[config.mk]
export PLATFORM = sky130hd
export DESIGN_NAME = pc_redirect_unit
export DESIGN_NICKNAME = d
export VERILOG_FILES = /design/src/rtl/pc_redirect_unit.sv
export SDC_FILE = /design/constraint.sdc
export NUM_CORES = 1
export LEC_CHECK = 0
export ABC_AREA = 1
export BUFFER_PORTS_ARGS = -buffer_cell sky130_fd_sc_hd__buf_2
export CAP_MARGIN = 5
export CORE_UTILIZATION = 48
export DETAILED_ROUTE_END_ITERATION = 8
export GPL_TIMING_DRIVEN = 0
export HOLD_SLACK_MARGIN = 0.05
export PLACE_DENSITY = 0.77
export SYNTH_ARGS = -nofsm -noshare
export SYNTH_HDL_FRONTEND = slang
export SYNTH_SLANG_ARGS = --single-unit
export TNS_END_PERCENT = 5
[constraint.sdc]
create_clock -name clk -period 1.8 [get_ports clk]
set_input_delay 0.09 -clock clk [delete_from_list [all_inputs] [get_ports clk]]
set_output_delay 0.09 -clock clk [all_outputs]
set_load 0.005 [all_outputs]
[src/rtl/pc_redirect_unit.sv]
// PC owner: sequential fetch, taken-branch redirect with flush bubbles, misaligned-target trap.
// Optional BRANCH_STATS_EN adds saturating taken / not-taken branch counters.
module pc_redirect_unit #(
  parameter logic [63:0] RESET_PC     = 64'h0000_0000_0000_0000,
  parameter logic [63:0] TRAP_VEC     = 64'h0000_0000_0000_0100,
  parameter int          FLUSH_CYCLES = 2
) (
  input  logic        clk,
  input  logic        rst,
  input  logic        branch_valid,
  input  logic        take_branch,
  input  logic [63:0] branch_target,
  input  logic        fetch_ready,
  input  logic        stall,
  input  logic        trap_clear,
  output logic [63:0] fetch_pc,
  output logic        fetch_valid,
  output logic        flush,
  output logic        misalign_trap,
`ifdef BRANCH_STATS_EN
  output logic [63:0] trap_addr,
  output logic [31:0] taken_cnt,
  output logic [31:0] not_taken_cnt
`else
  output logic [63:0] trap_addr
`endif
);

  typedef enum logic [1:0] {RUN, FLUSH, TRAP} state_t;

  localparam logic [3:0] FLUSH_INIT = 4'(FLUSH_CYCLES - 1);

  state_t      state_q, state_d;
  logic [63:0] pc_q, pc_d;
  logic [3:0]  cnt_q, cnt_d;
  logic        flush_q, flush_d;
  logic        trap_q, trap_d;
  logic [63:0] trap_addr_q, trap_addr_d;

  logic branch_ok, taken, redirect, misalign;

  // Branch inputs are only honoured outside TRAP.
  assign branch_ok = branch_valid & (state_q != TRAP);
  assign taken     = branch_ok & take_branch;
  assign redirect  = taken & (branch_target[1:0] == 2'b00);
  assign misalign  = taken & (branch_target[1:0] != 2'b00);

  always_ff @(posedge clk) begin
    if (rst) begin
      state_q     <= RUN;
      pc_q        <= RESET_PC;
      cnt_q       <= 4'd0;
      flush_q     <= 1'b0;
      trap_q      <= 1'b0;
      trap_addr_q <= 64'd0;
    end else begin
      state_q     <= state_d;
      pc_q        <= pc_d;
      cnt_q       <= cnt_d;
      flush_q     <= flush_d;
      trap_q      <= trap_d;
      trap_addr_q <= trap_addr_d;
    end
  end

  always_comb begin
    state_d = state_q;
    unique case (state_q)
      RUN: begin
        if (redirect)      state_d = FLUSH;
        else if (misalign) state_d = TRAP;
      end
      FLUSH: begin
        if (redirect)          state_d = FLUSH;
        else if (misalign)     state_d = TRAP;
        else if (cnt_q == 4'd0) state_d = RUN;
      end
      TRAP: begin
        if (trap_clear) state_d = RUN;
      end
      default: state_d = RUN;
    endcase
  end

  // Datapath next-state; redirect wins over the sequential increment and stall.
  always_comb begin
    pc_d        = pc_q;
    cnt_d       = cnt_q;
    trap_d      = trap_q;
    trap_addr_d = trap_addr_q;
    if (redirect) begin
      pc_d  = branch_target;
      cnt_d = FLUSH_INIT;
    end else if (misalign) begin
      trap_d      = 1'b1;
      trap_addr_d = branch_target;
    end else begin
      unique case (state_q)
        RUN:     if (!stall && fetch_ready) pc_d = pc_q + 64'd4;
        FLUSH:   if (cnt_q != 4'd0) cnt_d = cnt_q - 4'd1;
        TRAP: begin
          if (trap_clear) begin
            pc_d   = TRAP_VEC;
            trap_d = 1'b0;
          end
        end
        default: pc_d = pc_q;
      endcase
    end
    flush_d = (state_d == FLUSH) | misalign;
  end

  always_comb begin
    fetch_pc      = pc_q;
    fetch_valid   = (state_q == RUN) & !stall & !rst;
    flush         = flush_q;
    misalign_trap = trap_q;
    trap_addr     = trap_addr_q;
  end

`ifdef BRANCH_STATS_EN
  logic [31:0] stat_q [2];
  logic [1:0]  stat_inc;

  assign stat_inc = {branch_ok & take_branch, branch_ok & !take_branch};

  generate
    for (genvar gi = 0; gi < 2; gi++) begin : g_stat
      always_ff @(posedge clk) begin
        if (rst)
          stat_q[gi] <= 32'd0;
        else if (stat_inc[gi] && stat_q[gi] != 32'hFFFF_FFFF)
          stat_q[gi] <= stat_q[gi] + 32'd1;
      end
    end
  endgenerate

  assign not_taken_cnt = stat_q[0];
  assign taken_cnt     = stat_q[1];
`endif

endmodule

# Yosys cells after proc, flatten, opt, wreduce, memory -nomap -nowiden
# Cells that the tools add are included.
[totals] ff_bits=136 out_inout_bits=131 elab_cells=63
[classes] addsub=2 n_eq_ne=7 muxes=19 n_bitwise=9 reduce_logical=19
[ops] operator="2-to-1 mux 64 bit" count=4
[ops] operator="case mux 64 bit (2 select lines)" count=1
[ops] operator="adder 64 x 3 -> 64 bit, second input constant" count=1
[ops] operator="2-to-1 mux 2 bit" count=6
[ops] operator="nonzero test 2 bit" count=5
[ops] operator="AND reduction 3 bit" count=3
[ops] operator="2-to-1 mux 1 bit" count=7
[ops] operator="AND 1 bit" count=6
[ops] operator="inequality test 3 bit, second input constant" count=2
[ops] operator="case mux 2 bit (3 select lines)" count=1
[ops] operator="== test 2 x 1 -> 1 bit, second input constant" count=2
[ops] operator="logical NOT 2 bit" count=2
[ops] operator="logical NOT 4 bit" count=1
[ops] operator="inequality test 2 bit, second input constant" count=2
[ops] operator="AND reduction 4 bit" count=1
[ops] operator="nonzero test 4 bit" count=1
[ops] operator="subtractor 4 x 1 -> 4 bit, second input constant" count=1
[ops] operator="nonzero test 3 bit" count=1
[ops] operator="== test 2 bit, second input constant" count=1
[ops] operator="logical NOT 1 bit" count=2
[ops] operator="inverter 1 bit" count=2
[ops] operator="AND reduction 2 bit" count=1
[ops] operator="OR reduction 2 bit" count=1
[ops] operator="logical AND 1 bit" count=1
[ops] operator="bitwise OR 1 bit" count=1

# Longest topological paths before layout
# Gate-level depths: netlist (run 1).
[depth] ltp_word=9 mapped_depth=11 mapped_depth_nobuf=11

# Least setup slack after synthesis (run 1)
# No wires, ideal clock.
[synth_path] path_kind="register to register" startpoint="register pc_q[2], in the netlist fetch_pc[2]" endpoint="register pc_q[48], in the netlist fetch_pc[48]" setup_time_ps=132 arrival_time_ps=1660 setup_slack_ps=7 path_stages_with_launch=11 path_buffers=0 period_less_slack_ps=1793 cell_sequence="dfxtp_1 -> ha_1 -> nand3_2 -> nor2_2 -> inv_1 -> nor2_2 -> nand3_1 -> nor2_1 -> nand3_1 -> nand3_1 -> a21oi_1"
[synth_between] elab_chain_len=5
[synth_rtl] item="start, declared" line_no="34" source="logic [63:0] pc_q, pc_d;"
[synth_rtl] item="start signal, assigned" line_no="58" source="pc_q <= pc_d;"
[synth_rtl] item="adder 64 x 3 -> 64 bit" line_no="99" source="RUN: if (!stall && fetch_ready) pc_d = pc_q + 64'd4;"
[synth_rtl] item="2-to-1 mux 64 bit" line_no="99"
[synth_rtl] item="case mux 64 bit (2 select lines)" line_no="98" source="unique case (state_q)"
[synth_rtl] item="2-to-1 mux 64 bit" line_no="94" source="end else if (misalign) begin"
[synth_rtl] item="2-to-1 mux 64 bit" line_no="91" source="if (redirect) begin"
# No other way between the ends. The select of a mux whose other input is x is not followed.
# A chain may end at the register's enable or synchronous reset.

# Worst setup path after layout (run 1)
[layout_path] startpoint="register state_q[0]" endpoint="register pc_q[49], in the netlist fetch_pc[49]"
[layout_between] elab_chain_len=6 word_cells_on_any_way=15 cone_classes="eq/ne: 5; mux: 3; bitwise: 4; reduce/logical: 3"
[layout_rtl] item="start, declared" line_no="33" source="state_t state_q, state_d;"
[layout_rtl] item="start signal, assigned" line_no="57" source="state_q <= state_d;"
[layout_rtl] item="inequality test 2 bit" line_no="43" source="assign branch_ok = branch_valid & (state_q != TRAP);"
[layout_rtl] item="AND 1 bit" line_no="43"
[layout_rtl] item="AND 1 bit" line_no="44" source="assign taken = branch_ok & take_branch;"
[layout_rtl] item="AND 1 bit (on tied branches)" line_no="45, 46"
[layout_rtl] item="inequality test 3 bit (no line) (tied with other cells)"
[layout_rtl] item="AND reduction 4 bit (no line)"
# Several ways; a longest one is shown, not always the timed one. The select of a mux whose other input is x is not followed.

==> flow_summary.json, run 1 <==
{
  "cp_max_fo": 10,
  "floorplan.die.width_um": 127,
  "post_route_cells_drive_above_1_share": 0.271,
  "power_leakage_nw": 4.58,
  "clock_sinks": 136,
  "power_after_layout_w": 0.00809,
  "clock_skew_ps": 9.80,
  "ys.warnings.count": 0,
  "critical-path-top-delay-family": "simple AND/OR/NAND/NOR gates",
  "max_cap_violations": 0,
  "relative_contribution_of_sequential_cells_to_total_power": 0.401,
  "tightestPinTransition_ps": 946,
  "htree_levels": 4,
  "antennaDiodeCount": 0,
  "run_status": "finished clean",
  "gp_routability_congestion": 1.00,
  "critical-path-slowest-cell": "sky130_fd_sc_hd__dfxtp_2",
  "setup_ws_ps": 2.45,
  "detailroute.via_count": 9601,
  "achievable-frequency_ghz": 0.556,
  "mostFrequentLayoutCell": "sky130_fd_sc_hd__nand2_1",
  "net_total_in_the_final_layout": 1600,
  "final-setup-viol-count": 0,
  "port-buffer-count": 200,
  "cts-root-to-sink-buffers": 2,
  "placement.cell_area_um2": 8790,
  "final.min_clock_period_ps": 1800,
  "synth.avg_cell_area_um2": 6.24,
  "wire_length_of_the_first_global_routing_pass_um": 48000,
  "power_switching_share": 0.272,
  "avg_vias_per_cell": 5.48,
  "place_ws_ps": -941,
  "antenna_violations_before_repair": 0,
  "power.internal_w": 0.00589,
  "fp.dieArea_um2": 16200,
  "share_comb_of_total_power": 0.136,
  "clock_share_of_power": 0.463,
  "synth_fp_nets": 1280,
  "postLayoutCellArea_um2": 10900,
  "total_clock_buffers_created_by_cts": 17,
  "cts-root-buf": "sky130_fd_sc_hd__clkbuf_16",
  "synth.cell_area_um2": 7530,
  "floorplan.initialDensity": 0.493,
  "crit_buf_inv": 5,
  "avgRoutedWirePerCell_um": 18.2,
  "timing.reg2reg.setup_slack_ps": 2,
  "grt_start_max_net_pins": 17,
  "ys_seq_area_frac": 0.362,
  "firstDrtPassIters": 5,
  "layout.cells.most_common_list": "sky130_fd_sc_hd__nand2_1 (245), sky130_fd_sc_hd__nor2_1 (219), sky130_fd_sc_hd__buf_2 (211), sky130_fd_sc_hd__inv_1 (116), sky130_fd_sc_hd__dfxtp_1 (106)",
  "drt_drc_violations_left": 0,
  "area.growth.synth_to_final_pct": 44.6,
  "slew_headroom": 0.369,
  "p_per_cell_area_nw_per_um2": 743,
  "yosys_register_bits": 136,
  "worst_path_largest_cell_delay_ps": 340,
  "cp_cell_sequence": "inv_4, nand2_4, nand2_4, nor2_4, buf_12, nor2_8, inv_8, nor3_4, buf_6, buf_8, nand3_1, a21oi_1",
  "final.period_utilization": 0.999,
  "top_level_ports": 202,
  "timing_worst_setup_path_type": "reg -> reg",
  "required_ps": 2150,
  "worstSkewPairLatency_ps": 430,
  "irDropWorstVdd_mv": 0.858,
  "design.core.area_um2": 15300,
  "cp_launch_type": "flip-flop",
  "drt-initial-drc-count": 1025,
  "cp-end-kind": "flip-flop",
  "timing.final.hold_violations": 0,
  "clock_transition_at_path_regs_ps": 60,
  "p_sw_w": 0.00220,
  "detail-route-antenna-nets": 0,
  "grt_pass1_vias": 8819,
  "timing.critical_path.mode_cell": "sky130_fd_sc_hd__nand2_4",
  "dp.final_hpwl_um": 22600,
  "tritoncts": "built",
  "rsz0062_at_grt": "yes",
  "worst_ep_arrival_time_ps": 2140,
  "layout.filler_cells": 1308,
  "route.final.wire_length_um": 31800,
  "grt.total_usage": 0.392,
  "postSynthCellCount": 1207,
  "die_y_um": 127,
  "min-delay-path-class": "in -> reg",
  "netlist-cell-type-count": 40,
  "grt-ovfl-total": 0,
  "timing.final.max_slew_violations": 0,
  "placement_row_count": 45
}
## final cells by class
type | count | area, um^2 | area share
well taps | 211 | 264 | 0.0243
clock buffers | 20 | 457 | 0.0420
multi-input cells | 900 | 4470 | 0.411
plain buffers | 47 | 269 | 0.0247
clock inverters | 12 | 164 | 0.0151
flip-flops and latches | 136 | 2790 | 0.256
repair buffers | 301 | 1990 | 0.183
inverters | 124 | 478 | 0.0439
## worst register-to-register path: stages (launching register included)
cell                      delay (ps)
sky130_fd_sc_hd__dfxtp_2         340
sky130_fd_sc_hd__inv_4            70
sky130_fd_sc_hd__nand2_4          50
sky130_fd_sc_hd__nand2_4         110
sky130_fd_sc_hd__nor2_4           50
sky130_fd_sc_hd__buf_12          130
sky130_fd_sc_hd__nor2_8          170
sky130_fd_sc_hd__inv_8            70
sky130_fd_sc_hd__nor3_4          180
sky130_fd_sc_hd__buf_6           160
sky130_fd_sc_hd__buf_8           150
sky130_fd_sc_hd__nand3_1          90
sky130_fd_sc_hd__a21oi_1         150
## synthesized netlist by cell type
library cell,instances,area [um^2]
sky130_fd_sc_hd__a21o_1,2,15.0
sky130_fd_sc_hd__a21oi_1,74,370
sky130_fd_sc_hd__a22o_1,3,26.3
sky130_fd_sc_hd__a31oi_1,11,68.8
sky130_fd_sc_hd__and2_1,2,12.5
sky130_fd_sc_hd__buf_1,2,7.51
sky130_fd_sc_hd__buf_2,17,85.1
sky130_fd_sc_hd__buf_4,1,7.51
sky130_fd_sc_hd__buf_6,3,33.8
sky130_fd_sc_hd__clkbuf_1,24,90.1
sky130_fd_sc_hd__dfxtp_1,136,2720
sky130_fd_sc_hd__ha_1,2,25.0
sky130_fd_sc_hd__inv_1,121,454
sky130_fd_sc_hd__inv_2,2,7.51
sky130_fd_sc_hd__inv_4,1,6.26
sky130_fd_sc_hd__nand2_1,257,965
sky130_fd_sc_hd__nand2_2,1,6.26
sky130_fd_sc_hd__nand3_1,104,521
sky130_fd_sc_hd__nand3_2,1,10.0
sky130_fd_sc_hd__nand3_4,1,17.5
sky130_fd_sc_hd__nand3b_1,6,45.0
sky130_fd_sc_hd__nand4_1,17,106
sky130_fd_sc_hd__nor2_1,257,965
sky130_fd_sc_hd__nor2_2,5,31.3
sky130_fd_sc_hd__nor2_4,4,45.0
sky130_fd_sc_hd__nor2_8,2,40.0
sky130_fd_sc_hd__nor3_1,15,75.1
sky130_fd_sc_hd__nor3_4,1,16.3
sky130_fd_sc_hd__nor3b_1,1,7.51
sky130_fd_sc_hd__nor4_1,1,6.26
sky130_fd_sc_hd__o211ai_1,6,45.0
sky130_fd_sc_hd__o21a_1,1,7.51
sky130_fd_sc_hd__o21ai_0,98,490
sky130_fd_sc_hd__o21ai_1,10,50.1
sky130_fd_sc_hd__o21bai_1,7,52.6
sky130_fd_sc_hd__o221ai_1,1,8.76
sky130_fd_sc_hd__o311ai_0,1,8.76
sky130_fd_sc_hd__or2_2,2,12.5
sky130_fd_sc_hd__xnor2_1,1,8.76
sky130_fd_sc_hd__xor2_1,6,52.6
## sequential cells by signal (all words and copies together) (netlist names)
register       count
state_q            2
flush              1
trap_addr         64
cnt_q              4
fetch_pc          64
misalign_trap      1
## per-stage QoR
stage | TNS, ps | utilization | hold slack, ps | cells
finish | 0 | 0.713 | 26.6 | 1751
global route | -1320 | 0.713 | 86.6 | 1751
CTS | -1.49 | 0.685 | 56.5 | 1733
detailed placement | -73860 | 0.576 | 336 | 1618
global placement | -70110 | 0.576 | 328 | 1618
floorplan | 0 | - | 214 | 1207
## path summary, 6_finish.rpt
path | start | end | cells after the start
worst max-delay path | state_q[0] | fetch_pc[49] | 12
worst min register to register | fetch_pc[0] | fetch_pc[0] | 2
worst min-delay path | trap_clear | misalign_trap | 4
worst max register to register | state_q[0] | fetch_pc[49] | 12
## layer usage
layer | vias up | wire length, um | global-route usage | share of wire
met1 | 4436 | 12900 | 0.518 | 0.41
met5 | - | 0 | 0 | 0
met2 | 538 | 14800 | 0.637 | 0.47
met3 | 62 | 3200 | 0.0750 | 0.10
li1 | 4565 | - | - | -
met4 | 0 | 910 | 0.142 | 0.029
## power by group through the flow
stage	registers [W]	clock network (W)	logic (W)
after floorplan	0.00331	0	0.000403
after detailed placement	0.00331	0	0.000831
final	0.00325	0.00374	0.00110
after CTS	0.00325	0.00375	0.000994
after global routing	0.00326	0.00388	0.00118
after global placement	0.00331	0	0.000821
## timing repair
action                                 4_1_cts  5_1_grt
hold buffers                                65        0
gates cloned                                 0        1
resized for setup                           81       95
buffers inserted                            18       17
pin swaps                                   13       20
setup endpoints to repair                  131       64
endpoints found under the hold margin      109        0
## cell families (layout without fill, tap and decap cells)
logic type	Yosys count	in the layout	synth area share
AO/OA/AOI/OAI	214	214	0.152
XOR/XNOR	7	7	0.00815
adder cells (fa/ha/maj)	2	2	0.00332
buffers and inverters	171	504	0.0919
flip-flops	136	136	0.362
AND/OR/NAND/NOR	677	677	0.383
Power figures use the tool's default switching activity.
==> run 2, diff against run 1 <==
--- a/config.mk
+++ b/config.mk
@@ -7,12 +7,12 @@
 export LEC_CHECK = 0
 export ABC_AREA = 1
 export BUFFER_PORTS_ARGS = -buffer_cell sky130_fd_sc_hd__buf_2
-export CAP_MARGIN = 5
 export CORE_UTILIZATION = 48
 export DETAILED_ROUTE_END_ITERATION = 8
 export GPL_TIMING_DRIVEN = 0
 export HOLD_SLACK_MARGIN = 0.05
 export PLACE_DENSITY = 0.77
+export REMOVE_ABC_BUFFERS = 1
 export SYNTH_ARGS = -nofsm -noshare
 export SYNTH_HDL_FRONTEND = slang
 export SYNTH_SLANG_ARGS = --single-unit
==> run 2 against run 1 <==
Net effect: the run now ends with negative setup slack left; sequential share of layout area increased by 0.25 points; die area is the same; clock power fell by 13%; combinational power about the same; wire length down 9.1%; clock skew shrank 0.73 ps; power is 6.3% lower; via count shrank 2.2%; critical path depth is the same; global-route usage down 5.1 points; register-to-register slack worse by 20 ps; highest routed layer unchanged.
==> flow_summary.json, run 2 (synthesis results as in run 1) <==
{
  "placement_row_count": 45,
  "critical_r2r_capture": "fetch_pc[30]",
  "power_after_layout_w": 0.00758,
  "antenna_violations_before_repair": 1,
  "dp.final_hpwl_um": 17400,
  "cp_max_fo": 6,
  "timing.final.max_slew_violations": 0,
  "min-delay-path-class": "in -> reg",
  "avgRoutedWirePerCell_um": 16.8,
  "grt_start_max_net_pins": 73,
  "net_total_in_the_final_layout": 1573,
  "detailroute.via_count": 9394,
  "irDropWorstVdd_mv": 0.652,
  "route.final.wire_length_um": 28900,
  "clock_skew_ps": 9.07,
  "cts-root-buf": "sky130_fd_sc_hd__clkbuf_16",
  "required_ps": 2150,
  "timing.reg2reg.setup_slack_ps": -20,
  "final.min_clock_period_ps": 1820,
  "firstDrtPassIters": 6,
  "htree_levels": 4,
  "max_cap_violations": 0,
  "die_y_um": 127,
  "top_level_ports": 202,
  "worst_ep_arrival_time_ps": 2170,
  "violations": "negative setup slack",
  "rsz0062_at_grt": "yes",
  "grt.total_usage": 0.341,
  "wire_length_of_the_first_global_routing_pass_um": 42900,
  "drt_drc_violations_left": 0,
  "port-buffer-count": 201,
  "timing_worst_setup_path_type": "reg -> reg",
  "grt_pass1_vias": 8532,
  "post_route_cells_drive_above_1_share": 0.265,
  "final.period_utilization": 1.01,
  "avg_vias_per_cell": 5.46,
  "layout.filler_cells": 1270,
  "tightestPinTransition_ps": 953,
  "worstReg2RegStart": "state_q[0]",
  "timing.reg2reg.worst_path_depth": 12,
  "setup_ws_ps": -16.7,
  "layout.cells.most_common_list": "sky130_fd_sc_hd__nand2_1 (243), sky130_fd_sc_hd__nor2_1 (220), sky130_fd_sc_hd__buf_2 (200), sky130_fd_sc_hd__inv_1 (114), sky130_fd_sc_hd__dfxtp_1 (109)",
  "slew_headroom": 0.364,
  "cp_launch_type": "flip-flop",
  "final-setup-viol-count": 3,
  "clock_transition_at_path_regs_ps": 60,
  "achievable-frequency_ghz": 0.550,
  "total_clock_buffers_created_by_cts": 17,
  "area.growth.synth_to_final_pct": 42.9,
  "worstSkewPairLatency_ps": 430,
  "floorplan.die.width_um": 127,
  "tritoncts": "built",
  "run_status": "complete, but fails checks",
  "crit_end": "fetch_pc[30]",
  "timing.final.hold_violations": 0,
  "cts-root-to-sink-buffers": 2,
  "clock_sinks": 136,
  "cp-end-kind": "flip-flop",
  "drt-initial-drc-count": 936,
  "setup_tns_ps": -36.4,
  "floorplan.initialDensity": 0.493,
  "power_leakage_nw": 4.48,
  "design.core.area_um2": 15300,
  "critical_path.startpoint": "state_q[0]",
  "fp.dieArea_um2": 16200,
  "detail-route-antenna-nets": 0,
  "p_per_cell_area_nw_per_um2": 705,
  "gp_routability_congestion": 0.966,
  "grt-ovfl-total": 0,
  "mostFrequentLayoutCell": "sky130_fd_sc_hd__nand2_1"
}
[run 2: worst min path at each step]
| stage | start | end | slack (ps) | cells past startpoint |
|---|---|---|---|---|
| 6_report | trap_clear | misalign_trap | 80 | 4 |
| 5_1_grt | trap_clear | misalign_trap | 90 | 4 |
| 4_1_cts | trap_clear | state_q[1] | 60 | 4 |
| 3_5_place_dp | branch_target[40] | trap_addr[40] | 330 | 3 |
| 3_3_place_gp | branch_target[26] | trap_addr[26] | 330 | 3 |
| 2_1_floorplan | rst | fetch_pc[15] | 160 | 1 |
[run 2: stage by stage]
stage / hold WS, ps / cells / worst slack [ps] / util / area (um^2)
CTS: 61.6 / 1692 / -32.1 / 0.672 / 10300
floorplan: 159 / 1160 / -2090 / - / 7300
global placement: 329 / 1572 / -4790 / 0.562 / 8570
finish: 78.5 / 1720 / -16.7 / 0.705 / 10800
global route: 91.8 / 1719 / -110 / 0.705 / 10800
detailed placement: 335 / 1575 / -1240 / 0.567 / 8650
[run 2: report_power, final]
group	switching, W	internal, W	total [W]
combinational	0.000602	0.000480	0.00108
clock	0.00129	0.00196	0.00325
sequential	0.000105	0.00314	0.00325
total	0.00200	0.00559	0.00758
[run 2: per-layer routing]
metal  global-route usage  wire length, um
met3               0.0737             2710
met2                0.568            13400
met5                    0                0
met1                0.424            11700
met4                0.150             1100
[run 2: timing repair]
| item | in CTS | in global routing |
|---|---|---|
| gates resized for setup | 55 | 108 |
| setup endpoints to repair | 133 | 109 |
| hold buffers | 65 | 0 |
| hold endpoints to repair | 105 | 0 |
| cloned | 5 | 2 |
| setup buffers | 20 | 26 |
| pin swaps | 14 | 23 |
[run 2: worst max-delay path, cell delays in order, from the launching register on]
cell and delay, ps:
sky130_fd_sc_hd__dfxtp_2 330, sky130_fd_sc_hd__inv_4 70, sky130_fd_sc_hd__nand2_4 60, sky130_fd_sc_hd__nand2_4 100
sky130_fd_sc_hd__nor2_4 60, sky130_fd_sc_hd__buf_6 150, sky130_fd_sc_hd__nor2_8 130, sky130_fd_sc_hd__clkinv_8 70
sky130_fd_sc_hd__nor3_4 230, sky130_fd_sc_hd__buf_4 150, sky130_fd_sc_hd__buf_6 110, sky130_fd_sc_hd__o211ai_1 120
sky130_fd_sc_hd__a21oi_1 150
[run 2: final cells by class]
cell class	instances	area, um^2	area share
multi-input cells	904	4500	0.418
flip-flops and latches	136	2780	0.259
repair buffers	317	2180	0.203
inverters	124	500	0.0465
clock buffers	23	478	0.0444
well taps	211	264	0.0245
clock inverters	4	47.5	0.00442
diodes	1	2.50	0.000233
